`config.mk`:
```
export PLATFORM = sky130hd
export DESIGN_NAME = div_ratio_sched
export DESIGN_NICKNAME = d
export VERILOG_FILES = /design/src/rtl/div_ratio_sched.sv
export SDC_FILE = /design/constraint.sdc
export NUM_CORES = 1
export LEC_CHECK = 0
export ABC_AREA = 1
export CAP_MARGIN = 20
export CORE_MARGIN = 2
export CORE_UTILIZATION = 40
export CTS_BUF_LIST = sky130_fd_sc_hd__clkbuf_16
export CTS_CLUSTER_SIZE = 16
export DETAILED_ROUTE_END_ITERATION = 8
export PLACE_DENSITY = 0.69
export SLEW_MARGIN = 15
export SYNTH_ARGS = -nofsm -noshare
export SYNTH_HDL_FRONTEND = slang
export SYNTH_SLANG_ARGS = --single-unit
```
`constraint.sdc`:
```
create_clock -name clk -period 2 [get_ports clk]
set_input_delay 0.3 -clock clk [delete_from_list [all_inputs] [get_ports clk]]
set_output_delay 0.3 -clock clk [all_outputs]
set_load 0.1 [all_outputs]
```
`src/rtl/div_ratio_sched.sv`:
```
`default_nettype none
// ============================================================================
// Module   : div_ratio_sched
// Brief    : Integer clock-divider sequencer with two-requester ratio arbiter;
//            new ratios take effect only on a divided-period boundary.
// Revision : 1.0
// ============================================================================
module div_ratio_sched #(
    parameter int CW      = 8,
    parameter int DEF_DIV = 3,
    parameter int MIN_DIV = 2
) (
    input  logic          clk,
    input  logic          rst,
    input  logic          en,
    input  logic          req_a_valid,
    input  logic [CW-1:0] req_a_div,
    output logic          req_a_ready,
    input  logic          req_b_valid,
    input  logic [CW-1:0] req_b_div,
    output logic          req_b_ready,
    output logic          div_out,
    output logic          div_tick,
    output logic [CW-1:0] cur_div,
    output logic          busy,
    output logic          err
);

    localparam logic [CW-1:0] C_DEF  = CW'(DEF_DIV);
    localparam logic [CW-1:0] C_MIN  = CW'(MIN_DIV);
    localparam logic [CW-1:0] C_ONE  = CW'(1);
    localparam logic [CW-1:0] C_ZERO = '0;

    typedef enum logic [1:0] {
        ST_STOP = 2'd0,
        ST_RUN  = 2'd1,
        ST_PEND = 2'd2
    } state_t;

    state_t        r_state;
    logic [CW-1:0] r_cnt;
    logic [CW-1:0] r_cur_div;
    logic [CW-1:0] r_pend_div;
    logic          r_err;
    logic          r_prio_b;

    logic          w_grant_ok;
    logic          w_gnt_a;
    logic          w_gnt_b;
    logic          w_acc;
    logic [CW-1:0] w_req_div;
    logic          w_legal;
    logic          w_acc_legal;
    logic          w_wrap;
    logic [CW-1:0] w_cnt_next;

    // r_prio_b=1 means B wins a tie; it flips toward the other side on each grant.
    always_comb begin
        w_grant_ok  = (r_state != ST_PEND);
        w_gnt_a     = w_grant_ok && req_a_valid && (!req_b_valid || !r_prio_b);
        w_gnt_b     = w_grant_ok && req_b_valid && (!req_a_valid ||  r_prio_b);
        w_acc       = w_gnt_a || w_gnt_b;
        w_req_div   = w_gnt_a ? req_a_div : req_b_div;
        w_legal     = (w_req_div >= C_MIN);
        w_acc_legal = w_acc && w_legal;
        w_wrap      = (r_cnt == (r_cur_div - C_ONE));
        w_cnt_next  = w_wrap ? C_ZERO : (r_cnt + C_ONE);
    end

    always_ff @(posedge clk) begin
        if (!rst) begin
            r_state    <= ST_STOP;
            r_cnt      <= C_ZERO;
            r_cur_div  <= C_DEF;
            r_pend_div <= C_DEF;
            r_err      <= 1'b0;
            r_prio_b   <= 1'b0;
        end else begin
            r_err <= w_acc && !w_legal;
            if (w_gnt_a)
                r_prio_b <= 1'b1;
            else if (w_gnt_b)
                r_prio_b <= 1'b0;

            case (r_state)
                ST_STOP: begin
                    r_cnt <= C_ZERO;
                    if (w_acc_legal)
                        r_cur_div <= w_req_div;
                    if (en)
                        r_state <= ST_RUN;
                end
                ST_RUN: begin
                    if (!en) begin
                        r_state <= ST_STOP;
                        r_cnt   <= C_ZERO;
                        if (w_acc_legal)
                            r_cur_div <= w_req_div;
                    end else begin
                        r_cnt <= w_cnt_next;
                        if (w_acc_legal) begin
                            r_pend_div <= w_req_div;
                            r_state    <= ST_PEND;
                        end
                    end
                end
                ST_PEND: begin
                    // Stopping commits the pending ratio so it is not lost.
                    if (!en) begin
                        r_state   <= ST_STOP;
                        r_cnt     <= C_ZERO;
                        r_cur_div <= r_pend_div;
                    end else if (w_wrap) begin
                        r_state   <= ST_RUN;
                        r_cnt     <= C_ZERO;
                        r_cur_div <= r_pend_div;
                    end else begin
                        r_cnt <= r_cnt + C_ONE;
                    end
                end
                default: begin
                    r_state <= ST_STOP;
                    r_cnt   <= C_ZERO;
                end
            endcase
        end
    end

    assign req_a_ready = w_gnt_a;
    assign req_b_ready = w_gnt_b;
    assign div_out     = (r_state != ST_STOP) && (r_cnt < (r_cur_div >> 1));
    assign div_tick    = (r_state != ST_STOP) && (r_cnt == C_ZERO);
    assign cur_div     = r_cur_div;
    assign busy        = (r_state == ST_PEND);
    assign err         = r_err;

endmodule
`default_nettype wire

```
### Yosys cells after proc, flatten, opt, wreduce, memory -nomap -nowiden

Cells that the tools add are included.

| storage, ports and cells | value |
|---|---|
| output and inout bits | 14 |
| input port bits | 21 |
| register bits | 28 |
| logic and storage cells | 60 |

| cells by class | value |
|---|---|
| eq/ne operators | 8 |
| bitwise logic cells | 3 |
| reduce and logical (&&, ||, !) cells | 25 |
| muxes and demuxes | 14 |
| $lt $le $gt $ge | 2 |
| $add $sub $neg | 2 |

Operators with widths:

| cell | number |
|---|---|
| 2-to-1 mux 8 bit | 5 |
| case mux 8 bit (3 select lines) | 1 |
| 2-to-1 mux 2 bit | 5 |
| AND reduction 3 bit | 3 |
| adder 8 x 1 -> 8 bit, second input constant | 1 |
| equality test 8 bit | 1 |
| >= comparator 8 x 2 -> 1 bit, second input constant | 1 |
| logical AND 1 bit | 8 |
| logical NOT 8 bit | 1 |
| less-than comparator 8 x 7 -> 1 bit | 1 |
| subtractor 8 x 1 -> 8 bit, second input constant | 1 |
| inequality test 2 bit, second input constant | 3 |
| case mux 2 bit (3 select lines) | 1 |
| logical NOT 1 bit | 4 |
| nonzero test 2 bit | 2 |
| OR reduction 4 bit | 1 |
| logical OR 1 bit | 3 |
| inequality test 3 x 2 -> 1 bit, second input constant | 1 |
| inequality test 3 bit, second input constant | 1 |
| NOT 1 bit | 3 |
| nonzero test 3 bit | 1 |
| equality test 2 x 1 -> 1 bit, second input constant | 1 |
| equality test 2 bit, second input constant | 1 |
| logical NOT 2 bit | 1 |
| 2 further kinds | 3 |

### Depth between registers and ports, before layout

Gate-level depths: netlist (run 1).

| depth | value |
|---|---|
| depth in word-level cells | 9 |
| gate-level depth with buffers | 16 |
| gate-level depth less buffers | 15 |

### Least setup slack after synthesis (run 1)

No wires, ideal clock.

| timing path | value |
|---|---|
| path type | reg-to-output |
| from | reg r_state[0] |
| to | out div_tick |
| cell stages (with the launch flop) | 6 |
| data required time | 1.700 ns |
| arrival | 3.594 ns |
| buffers on the path | 0 |
| setup slack | -1.894 ns |
| cells stage by stage | dfxtp_1 > inv_1 > ha_1 > inv_1 > nand4_1 > nor4_1 |

| on the way | value |
|---|---|
| longest elaborated chain between the ends | 2 |

RTL lines:

| element | RTL line | source |
|---|---|---|
| start: declaration | 40 | `state_t r_state;` |
| start signal: assignment | 72 | `r_state <= ST_STOP;` |
| start signal: assignment | 91 | `r_state <= ST_RUN;` |
| start signal: assignment | 95 | `r_state <= ST_STOP;` |
| nonzero test 2 bit | 132 | `assign div_tick = (r_state != ST_STOP) && (r_cnt == C_ZERO);` |
| logical AND 1 bit | 132 |  |
| end: declaration | 23 | `output logic div_tick,` |

Every way passes these cells.

### Final worst setup path (run 1)

| timing path | value |
|---|---|
| from | reg r_cur_div[2] (netlist: cur_div[2]) |
| to | out div_out |

| on the way | value |
|---|---|
| longest elaborated chain between the ends | 2 |

RTL lines:

| element | RTL line | source |
|---|---|---|
| start: declaration | 42 | `logic [CW-1:0] r_cur_div;` |
| start signal: assignment | 89 | `r_cur_div <= w_req_div;` |
| start signal: assignment | 98 | `r_cur_div <= w_req_div;` |
| start signal: assignment | 112 | `r_cur_div <= r_pend_div;` |
| less-than comparator 8 x 7 -> 1 bit | 131 | `assign div_out = (r_state != ST_STOP) && (r_cnt < (r_cur_div >> 1));` |
| logical AND 1 bit | 131 |  |
| end: declaration | 22 | `output logic div_out,` |

Every way passes these cells.

==> metrics.csv, run 1 <==
stage,metric,value,unit
final_layout,area delta synth->final,49.5,%
drt,WL/cell,11.9,um
global_route,first-pass GRT wire length,8.59,mm
timing,Final Cycle Share,106,%
critical_path,arrival time at the worst endpoint,1.83,ns
timing,Worst Tran Pin Value,0.372,ns
min_path,Hold Path Class,flip-flop to flip-flop,
power_and_ir_drop,sw frac,53.8,%
final_layout,Final Cell Area,2880,sq um
drt,post-route ant nets,0,
power_and_ir_drop,LEAKAGE,0.00138,uW
timing,endpoints failing setup,1,
critical_path,Startpoint Class,flip-flop,
final_layout,Fill cells,425,
power_and_ir_drop,worst vdd ir,734,uV
global_route,total grt overflow,0,
power_and_ir_drop,Internal Dissipation,2030,uW
drt,DR vias,2063,
power_and_ir_drop,Net Sw Power,2360,uW
critical_path,CP cell instances,inv_4 > ha_4 > a21boi_1 > o211ai_1 > nand2_1 > a21oi_2 > o21bai_2 > a21oi_4 > buf_12,
floorplan,die width,73.3,um
critical_path,CP top delay family,compound AO/OA/AOI/OAI gates,
critical_path,CP endpoint kind,primary output,
timing,setup TNS,-0.126,ns
timing,Setup WS post-layout,-0.126,ns
critical_path,Slowest cell on crit path,dfxtp_4,
clock_tree,Root Driver,clkbuf_16,
power_and_ir_drop,power per standard cell area,1530,nW/um^2
global_route,initial antenna violation count,0,
critical_path,crit path buf inv count,2,
drt,DRC marker count from the first detailed-route iteration,79,
run_status,failing checks,negative setup slack,
synthesis,largest cells by area after synthesis,"dfxtp_1, nand2_1, ha_1",
clock_tree,clk sinks,28,
placement,placed instance count,411,
power_and_ir_drop,Pwr Total,4390,uW
synthesis,"Distinct cells, synth",26,
drt,Vias/cell,4.87,
critical_path,Critical Path Fanout Max,2,
floorplan,# IOs,35,
drt,drt drc,0,
job,Max Cap Violations,0,
synthesis,mapped cell area,1920,sq um
critical_path,critical path class,flip-flop to primary output,
placement,PortBufs,34,
final_layout,Final nets,405,
synthesis,"area leader, netlist",dfxtp_1,
floorplan,Core Area,4690,sq um
synthesis,top-area cell type share of the netlist area,29.1,%
placement,Placer Congestion,0.933,
floorplan,DIE HEIGHT,73.3,um
power_and_ir_drop,Logic pwr share,69.4,%
timing,final hold viol count,0,
power_and_ir_drop,Clk pwr share,10.6,%
clock_tree,H-tree depth,1,
global_route,pin count of the biggest net entering global routing,16,
synthesis,Ys Warns,0,
synthesis,Mapped Cells,306,
power_and_ir_drop,Seq pwr share,20.0,%
critical_path,"slowest stage delay, CP",0.35,ns
timing,Final Max Slew Viols,0,
clock_tree,total CTS buffers,3,
synthesis,Syn Nets,340,
clock_tree,Clock Latency Late Sink,0.27,ns
clock_tree,Max clock buf depth,2,
run_status,status,finished with violations,
floorplan,num rows,25,
placement,Area after DPL,2610,sq um
synthesis,Post-Syn Area per Cell,6.28,sq um
global_route,aggregate global-route resource usage,20.2,%
final_layout,layout cells sized above 1,27.3,%
timing,Relative slew margins,75.2,%
clock_tree,"CTS clk-pin slew, worst paths",0.07,ns
synthesis,register area share after synthesis,29.1,%
drt,final wirelength,5.06,mm
final_layout,Non-Filler Instances,424,
floorplan,Initial Util,41.0,%
final_layout,n_diodes,0,
timing,Worst Skew,0.00790,ns
timing,Tmin final,2.13,ns
clock_tree,TritonCTS clock tree,yes,
timing,RSZ-0062 raised after global routing,true,
synthesis,#FFs+latches synth,28,
critical_path,critical path required time,1.70,ns
timing,Max Clock Freq,470,MHz
floorplan,die area,5380,sq um
placement,DP HPWL,3.84,mm
global_route,vias in the first global route,2014,
drt,DRT Pass-1 Iters,4,
[synthesized netlist by cell type (all sizes together)]
cell	instances
a21boi	1
a21oi	13
buf	2
clkbuf	2
dfxtp	28
ha	13
inv	46
nand2	99
nand3	24
nand3b	4
nand4	5
nor2	42
nor3	3
nor3b	1
nor4	1
o211ai	3
o21ai	9
o21bai	1
or2	1
xnor2	3
xor2	5
[tightest hold or removal path: stages (launching register included)]
cell,delay [ns]
dfxtp_1,0.31
nand2_1,0.06
a21oi_1,0.05
[registers in the layout, summed over array words and instances (netlist names)]
register	flops
err	1
r_state	2
r_pend_div	8
cur_div	8
r_cnt	8
r_prio_b	1
[power by group through the flow]
| stage | Combinational, uW | Sequential, uW | Clock, uW |
|---|---|---|---|
| after floorplan | 1490 | 1440 | 0 |
| after global placement | 2760 | 869 | 0 |
| after detailed placement | 2780 | 875 | 0 |
| after CTS | 2820 | 857 | 471 |
| after global routing | 3290 | 900 | 495 |
| final | 3050 | 880 | 465 |
[kinds of logic (layout without fill, tap and decap cells)]
| logic type | Yosys count | in the layout | share of synthesized area [%] |
|---|---|---|---|
| AO/OA/AOI/OAI | 27 | 27 | 7.68 |
| adder cells (fa/ha/maj) | 13 | 13 | 8.46 |
| flip-flops | 28 | 28 | 29.1 |
| XOR/XNOR | 8 | 8 | 3.64 |
| buffers and inverters | 50 | 112 | 10.3 |
| AND/OR/NAND/NOR | 180 | 182 | 40.7 |
[per-layer routing]
metal | GRT usage (%) | share of wire (%)
met5 | 0 | 0
met2 | 34.2 | 48
met1 | 26.2 | 48
met3 | 2.88 | 3.0
met4 | 7.07 | 1.5
[metrics by stage]
step                util [%]  setup WS [ns]  hold slack (ns)
floorplan                  -         -0.291            0.413
global placement        55.7         -0.132            0.460
detailed placement      55.7         -0.194            0.457
CTS                     57.8         -0.119            0.468
global route            61.3         -0.235            0.491
finish                  61.3         -0.126            0.469
[final cells by class]
type | instances | area, sq um | area share [%]
sequential | 28 | 592 | 20.6
clock buffer | 3 | 75.1 | 2.61
timing repair buffer | 62 | 582 | 20.2
clock inverter | 1 | 3.75 | 0.131
tap | 54 | 67.6 | 2.35
multi-input combinational | 230 | 1360 | 47.2
inverter | 46 | 198 | 6.88
[final timing paths]
path	from	end	slack, ns	depth (start not counted)
setup / recovery	cur_div[2]	div_out	-0.13	9
hold / removal	r_pend_div[2]	r_pend_div[2]	0.47	2
setup reg to reg	cur_div[0]	cur_div[4]	0.13	14
hold reg to reg	r_pend_div[2]	r_pend_div[2]	0.47	2
[cell usage in the layout, fill, tap and decap left out, types with 2 or more instances in the layout]
cell type | netlist | routed
inv_4 | 0 | 4
nand3_4 | 2 | 5
nand2_4 | 0 | 3
nand2_1 | 95 | 90
clkbuf_16 | 0 | 3
dfxtp_4 | 0 | 7
nor2_1 | 41 | 36
nand3_1 | 22 | 17
nand2_2 | 4 | 6
inv_2 | 3 | 4
nand3_2 | 0 | 4
ha_2 | 0 | 2
dfxtp_2 | 0 | 4
nor2_4 | 0 | 2
ha_1 | 13 | 8
buf_12 | 0 | 5
clkdlybuf4s50_1 | 0 | 20
xnor2_1 | 3 | 3
nand3b_1 | 4 | 4
xor2_1 | 5 | 5
inv_6 | 0 | 3
inv_1 | 43 | 35
a21oi_1 | 13 | 11
nor2_2 | 1 | 4
o21ai_0 | 9 | 9
nor3_1 | 3 | 3
ha_4 | 0 | 3
nand4_1 | 5 | 5
dfxtp_1 | 28 | 17
buf_4 | 1 | 36
o211ai_1 | 3 | 3
[what timing repair did]
| item | in CTS | in global routing |
|---|---|---|
| setup buffers | 2 | 5 |
| endpoints found under the hold margin | 0 | 0 |
| gates resized for setup | 3 | 31 |
| pin swaps | 5 | 20 |
| hold buffers | 0 | 0 |
| setup endpoints to repair | 9 | 25 |
| gates cloned | 0 | 2 |
Power figures use the tool's default switching activity.
==> run 2, diff against run 1 <==
SKIP_LAST_GASP = 1   (was not set)
==> run 2 against run 1 <==
Compared with the run above: the run still ends with negative setup slack left; register-to-register slack is essentially flat; via count shrank 0.48%; sequential power shrank 0.8%; die area is the same; clock power is essentially flat; clock-buffer cell count is the same.
==> metrics.csv, run 2 (synthesis results as in run 1) <==
stage,metric,value,unit
floorplan,DIE HEIGHT,73.3,um
global_route,aggregate global-route resource usage,20.2,%
run_status,failing checks,negative setup slack,
critical_path,CP cell instances,inv_4 > ha_4 > a21boi_1 > o211ai_1 > nand2_1 > a21oi_1 > o21bai_1 > a21oi_4 > buf_12,
drt,drt drc,0,
floorplan,die width,73.3,um
power_and_ir_drop,power per standard cell area,1520,nW/um^2
critical_path,critical path depth,9,
final_layout,area delta synth->final,48.9,%
timing,RSZ-0062 raised after global routing,true,
global_route,vias in the first global route,2014,
clock_tree,Max clock buf depth,2,
placement,placed instance count,411,
global_route,initial antenna violation count,0,
critical_path,arrival time at the worst endpoint,1.82,ns
final_layout,Non-Filler Instances,424,
timing,Tmin final,2.12,ns
floorplan,Initial Util,41.0,%
critical_path,CP top delay family,compound AO/OA/AOI/OAI gates,
timing,Worst Tran Pin Value,0.368,ns
critical_path,critical path class,flip-flop to primary output,
min_path,Hold Path Origin,r_pend_div[2],
critical_path,worst r2r src,cur_div[0],
placement,dpl ws,-0.194,ns
floorplan,num rows,25,
critical_path,r2r setup slk,0.14,ns
critical_path,critical path required time,1.70,ns
critical_path,"slowest stage delay, CP",0.35,ns
min_path,Hold Path Class,flip-flop to flip-flop,
drt,DRT Pass-1 Iters,4,
placement,PortBufs,34,
critical_path,CP Launch Point,cur_div[2],
placement,DP HPWL,3.84,mm
clock_tree,total CTS buffers,3,
timing,Worst Skew,0.00882,ns
run_status,status,finished with violations,
power_and_ir_drop,LEAKAGE,0.00138,uW
drt,WL/cell,11.9,um
final_layout,area of the multi-input gates,1350,sq um
clock_tree,"CTS clk-pin slew, worst paths",0.07,ns
clock_tree,hold_buf cts,0,
floorplan,Core Area,4690,sq um
timing,Final Max Slew Viols,0,
final_layout,layout cells sized above 1,26.2,%
clock_tree,Clock Latency Late Sink,0.27,ns
placement,Placer Congestion,0.933,
timing,Setup WS post-layout,-0.123,ns
final_layout,"commonest non-fill, non-tap cell in the layout",nand2_1,
critical_path,CP endpoint kind,primary output,
drt,DR vias,2053,
timing,Relative slew margins,75.4,%
critical_path,crit path buf inv count,2,
clock_tree,Root Driver,clkbuf_16,
timing,Min Hold Slack,0.468,ns
job,Max Cap Violations,0,
final_layout,register area,592,sq um
critical_path,Critical Path Fanout Max,2,
drt,final wirelength,5.03,mm
timing,Final Cycle Share,106,%
final_layout,final core occ,61.0,%
floorplan,die area,5380,sq um
drt,post-route ant nets,0,
final_layout,n_diodes,0,
timing,Max Clock Freq,471,MHz
clock_tree,H-tree depth,1,
final_layout,Fill cells,427,
drt,DRC marker count from the first detailed-route iteration,92,
critical_path,R2R depth,14,
timing,final hold viol count,0,
clock_tree,clk sinks,28,
final_layout,Final nets,405,
drt,Vias/cell,4.84,
critical_path,Startpoint Class,flip-flop,
final_layout,"commonest cells after routing, fill and taps aside","nand2_1, inv_1, nor2_1, buf_4, clkdlybuf4s50_1",
global_route,pin count of the biggest net entering global routing,16,
floorplan,# IOs,35,
timing,endpoints failing setup,1,
power_and_ir_drop,worst vdd ir,731,uV
clock_tree,TritonCTS clock tree,yes,
global_route,total grt overflow,0,
global_route,first-pass GRT wire length,8.59,mm
min_path,WHS Path Cells,2,
critical_path,Slowest cell on crit path,dfxtp_4,
## run 2: repair_timing
item	4_1_cts	5_1_grt
gates resized for setup	3	26
cloned	0	2
endpoints found under the setup margin	9	25
pin swaps	5	20
setup buffers	2	5
## run 2: final timing paths
path | to
max reg2reg | cur_div[4]
max | div_out
min | r_pend_div[2]
min reg2reg | r_pend_div[2]
## run 2: layout make-up
type,instances,share of cell area [%]
repair buffers,62,20.3
flip-flops and latches,28,20.7
inverters,46,6.82
clock inverters,1,0.131
multi-input cells,230,47.1
well taps,54,2.36
clock buffers,3,2.62
## run 2: report_power, final
part | switching [uW] | total (uW) | internal (uW)
Clock | 199 | 468 | 269
Combinational | 2010 | 3020 | 1010
Sequential | 137 | 873 | 736
Total | 2350 | 4360 | 2020
## run 2: tightest hold or removal path, stage by stage (launching register included)
cell and delay, ns:
dfxtp_1 0.31, nand2_1 0.06, a21oi_1 0.05
## run 2: per-layer routing
layer | vias to the layer above | part of all wire [%] | track usage [%]
met2 | 45 | 48 | 34.2
met3 | 5 | 3.0 | 2.88
met5 | - | 0 | 0
li1 | 1094 | - | -
met4 | 0 | 1.2 | 7.07
met1 | 909 | 48 | 26.2
## run 2: through the flow
step / instance area, sq um / setup TNS, ns / power [uW]
floorplan: 2050 / -1.54 / 2930
global placement: 2610 / -1.79 / 3630
detailed placement: 2610 / -2.97 / 3650
CTS: 2710 / -0.119 / 4150
global route: 2860 / -0.308 / 4660
finish: 2860 / -0.123 / 4360
==> run 3, diff against run 2 <==
GPL_TIMING_DRIVEN = 0   (was not set)
==> run 3 against run 2 <==
Compared with the run above: clock-buffer cell count stayed put; maximum frequency is 1.3% lower; clock skew is 0.0050 ns lower; first-iteration DRC count is 4.3% lower; cell count is 0.47% lower; register-to-register slack worse by 0.12 ns; via count is 0.78% higher; wire length is 1.8% higher; core utilization is 1.1 points higher; critical path depth stayed put; highest routed layer unchanged; sequential power is 2.6% higher; the run still ends with negative setup slack left; sequential cell count stayed put.
==> metrics.csv, run 3 (synthesis results as in run 1) <==
stage,metric,value,unit
run_status,status,finished with violations,
run_status,failing checks,negative setup slack,
global_route,pin count of the biggest net entering global routing,16,
critical_path,worst r2r src,cur_div[1],
clock_tree,hold_buf cts,0,
drt,DRT Pass-1 Iters,4,
global_route,vias in the first global route,1963,
timing,Min Hold Slack,0.461,ns
timing,Final Cycle Share,108,%
drt,post-route ant nets,0,
job,Max Cap Violations,0,
critical_path,critical path class,flip-flop to primary output,
global_route,aggregate global-route resource usage,20.0,%
timing,endpoints failing setup,1,
final_layout,Final nets,403,
timing,final hold viol count,0,
timing,Tmin final,2.15,ns
timing,Final Max Slew Viols,0,
clock_tree,clk sinks,28,
drt,DRC marker count from the first detailed-route iteration,88,
min_path,Hold Path Class,flip-flop to flip-flop,
floorplan,Initial Util,41.0,%
critical_path,critical path required time,1.70,ns
final_layout,"commonest non-fill, non-tap cell in the layout",nand2_1,
timing,Max Clock Freq,465,MHz
floorplan,die width,73.3,um
final_layout,layout cells sized above 1,27.2,%
critical_path,Startpoint Class,flip-flop,
timing,Worst Skew,0.00379,ns
final_layout,n_diodes,0,
power_and_ir_drop,LEAKAGE,0.00140,uW
drt,final wirelength,5.11,mm
clock_tree,total CTS buffers,3,
final_layout,final core occ,62.2,%
global_route,first-pass GRT wire length,8.47,mm
critical_path,r2r setup slk,0.02,ns
critical_path,Critical Path Fanout Max,3,
floorplan,DIE HEIGHT,73.3,um
placement,DP HPWL,3.70,mm
clock_tree,H-tree depth,1,
placement,PortBufs,34,
global_route,initial antenna violation count,0,
drt,WL/cell,12.1,um
clock_tree,Root Driver,clkbuf_16,
power_and_ir_drop,power per standard cell area,1560,nW/um^2
drt,DR vias,2069,
drt,drt drc,0,
placement,Placer Congestion,0.883,
clock_tree,"CTS clk-pin slew, worst paths",0.07,ns
power_and_ir_drop,worst vdd ir,822,uV
critical_path,CP Launch Point,cur_div[2],
final_layout,"commonest cells after routing, fill and taps aside","nand2_1, inv_1, nor2_1",
floorplan,# IOs,35,
clock_tree,TritonCTS clock tree,yes,
timing,Relative slew margins,36.2,%
global_route,total grt overflow,0,
final_layout,Final Cell Area,2920,sq um
clock_tree,Clock Latency Late Sink,0.27,ns
critical_path,arrival time at the worst endpoint,1.85,ns
timing,RSZ-0062 raised after global routing,true,
timing,Worst Tran Pin Value,0.961,ns
drt,Vias/cell,4.90,
clock_tree,Max clock buf depth,2,
placement,Area after DPL,2450,sq um
final_layout,area delta synth->final,51.7,%
min_path,Hold Path Origin,r_pend_div[7],
floorplan,num rows,25,
timing,Setup WS post-layout,-0.152,ns
floorplan,die area,5380,sq um
floorplan,Core Area,4690,sq um
critical_path,CP endpoint kind,primary output,
[run 3: cell types whose count changed in the layout (fill, tap and decap cells not counted), moves of 4 or more]
cell | previous run | this run
buf_12 | 5 | 1
buf_6 | 1 | 6
nand2_1 | 91 | 81
nand2_4 | 3 | 7
nand2_2 | 5 | 11
dlygate4sd2_1 | 0 | 11
buf_4 | 36 | 17
[run 3: final timing paths]
kind,cells past startpoint,endpoint
worst max-delay path,9,div_out
worst min-delay path,2,r_pend_div[7]
worst max register to register,15,cur_div[2]
worst min register to register,2,r_pend_div[7]
[run 3: area by class of cell]
type | instances | area (sq um)
timing repair inverter | 1 | 6.26
fill | 430 | 1780
sequential | 28 | 591
timing repair buffer | 56 | 524
clock buffer | 3 | 75.1
tap | 54 | 67.6
inverter | 46 | 200
clock inverter | 1 | 3.75
multi-input combinational | 229 | 1420
buffer | 4 | 30.0
[run 3: per-stage QoR]
step	setup TNS (ns)	cells	setup slack, ns	total power (uW)
floorplan	-1.54	306	-0.291	2930
global placement	-7.50	394	-0.967	3450
detailed placement	-7.85	394	-0.987	3480
CTS	-0.220	408	-0.136	4070
global route	-1.38	422	-0.205	4860
finish	-0.152	422	-0.152	4560
[run 3: power by group]
group | internal (uW) | switching (uW) | total (uW)
Combinational | 1100 | 2100 | 3200
Sequential | 731 | 165 | 896
Clock | 268 | 195 | 463
[run 3: per-layer routing]
| metal | GRT usage, % | share of wire, % | wire, um | up-vias |
|---|---|---|---|---|
| met2 | 34.8 | 51 | 2590 | 40 |
| met5 | 0 | 0 | 0 | - |
| met4 | 6.26 | 1.6 | 82 | 0 |
| met3 | 2.19 | 3.4 | 176 | 7 |
| li1 | - | - | - | 1090 |
| met1 | 25.7 | 44 | 2260 | 932 |
[run 3: what timing repair did]
action	4_1_cts	5_1_grt
resized for setup	55	43
buffers inserted	9	12
pin swaps	6	23
hold endpoints to repair	0	0
endpoints found under the setup margin	22	30
cloned	1	2
[run 3: critical path: stages, from the launching register on]
cell	delay, ns
dfxtp_4	0.35
inv_4	0.06
ha_4	0.18
a21boi_1	0.12
o211ai_1	0.17
nand2_1	0.10
a21oi_2	0.14
o21bai_2	0.10
a21oi_4	0.18
buf_12	0.19
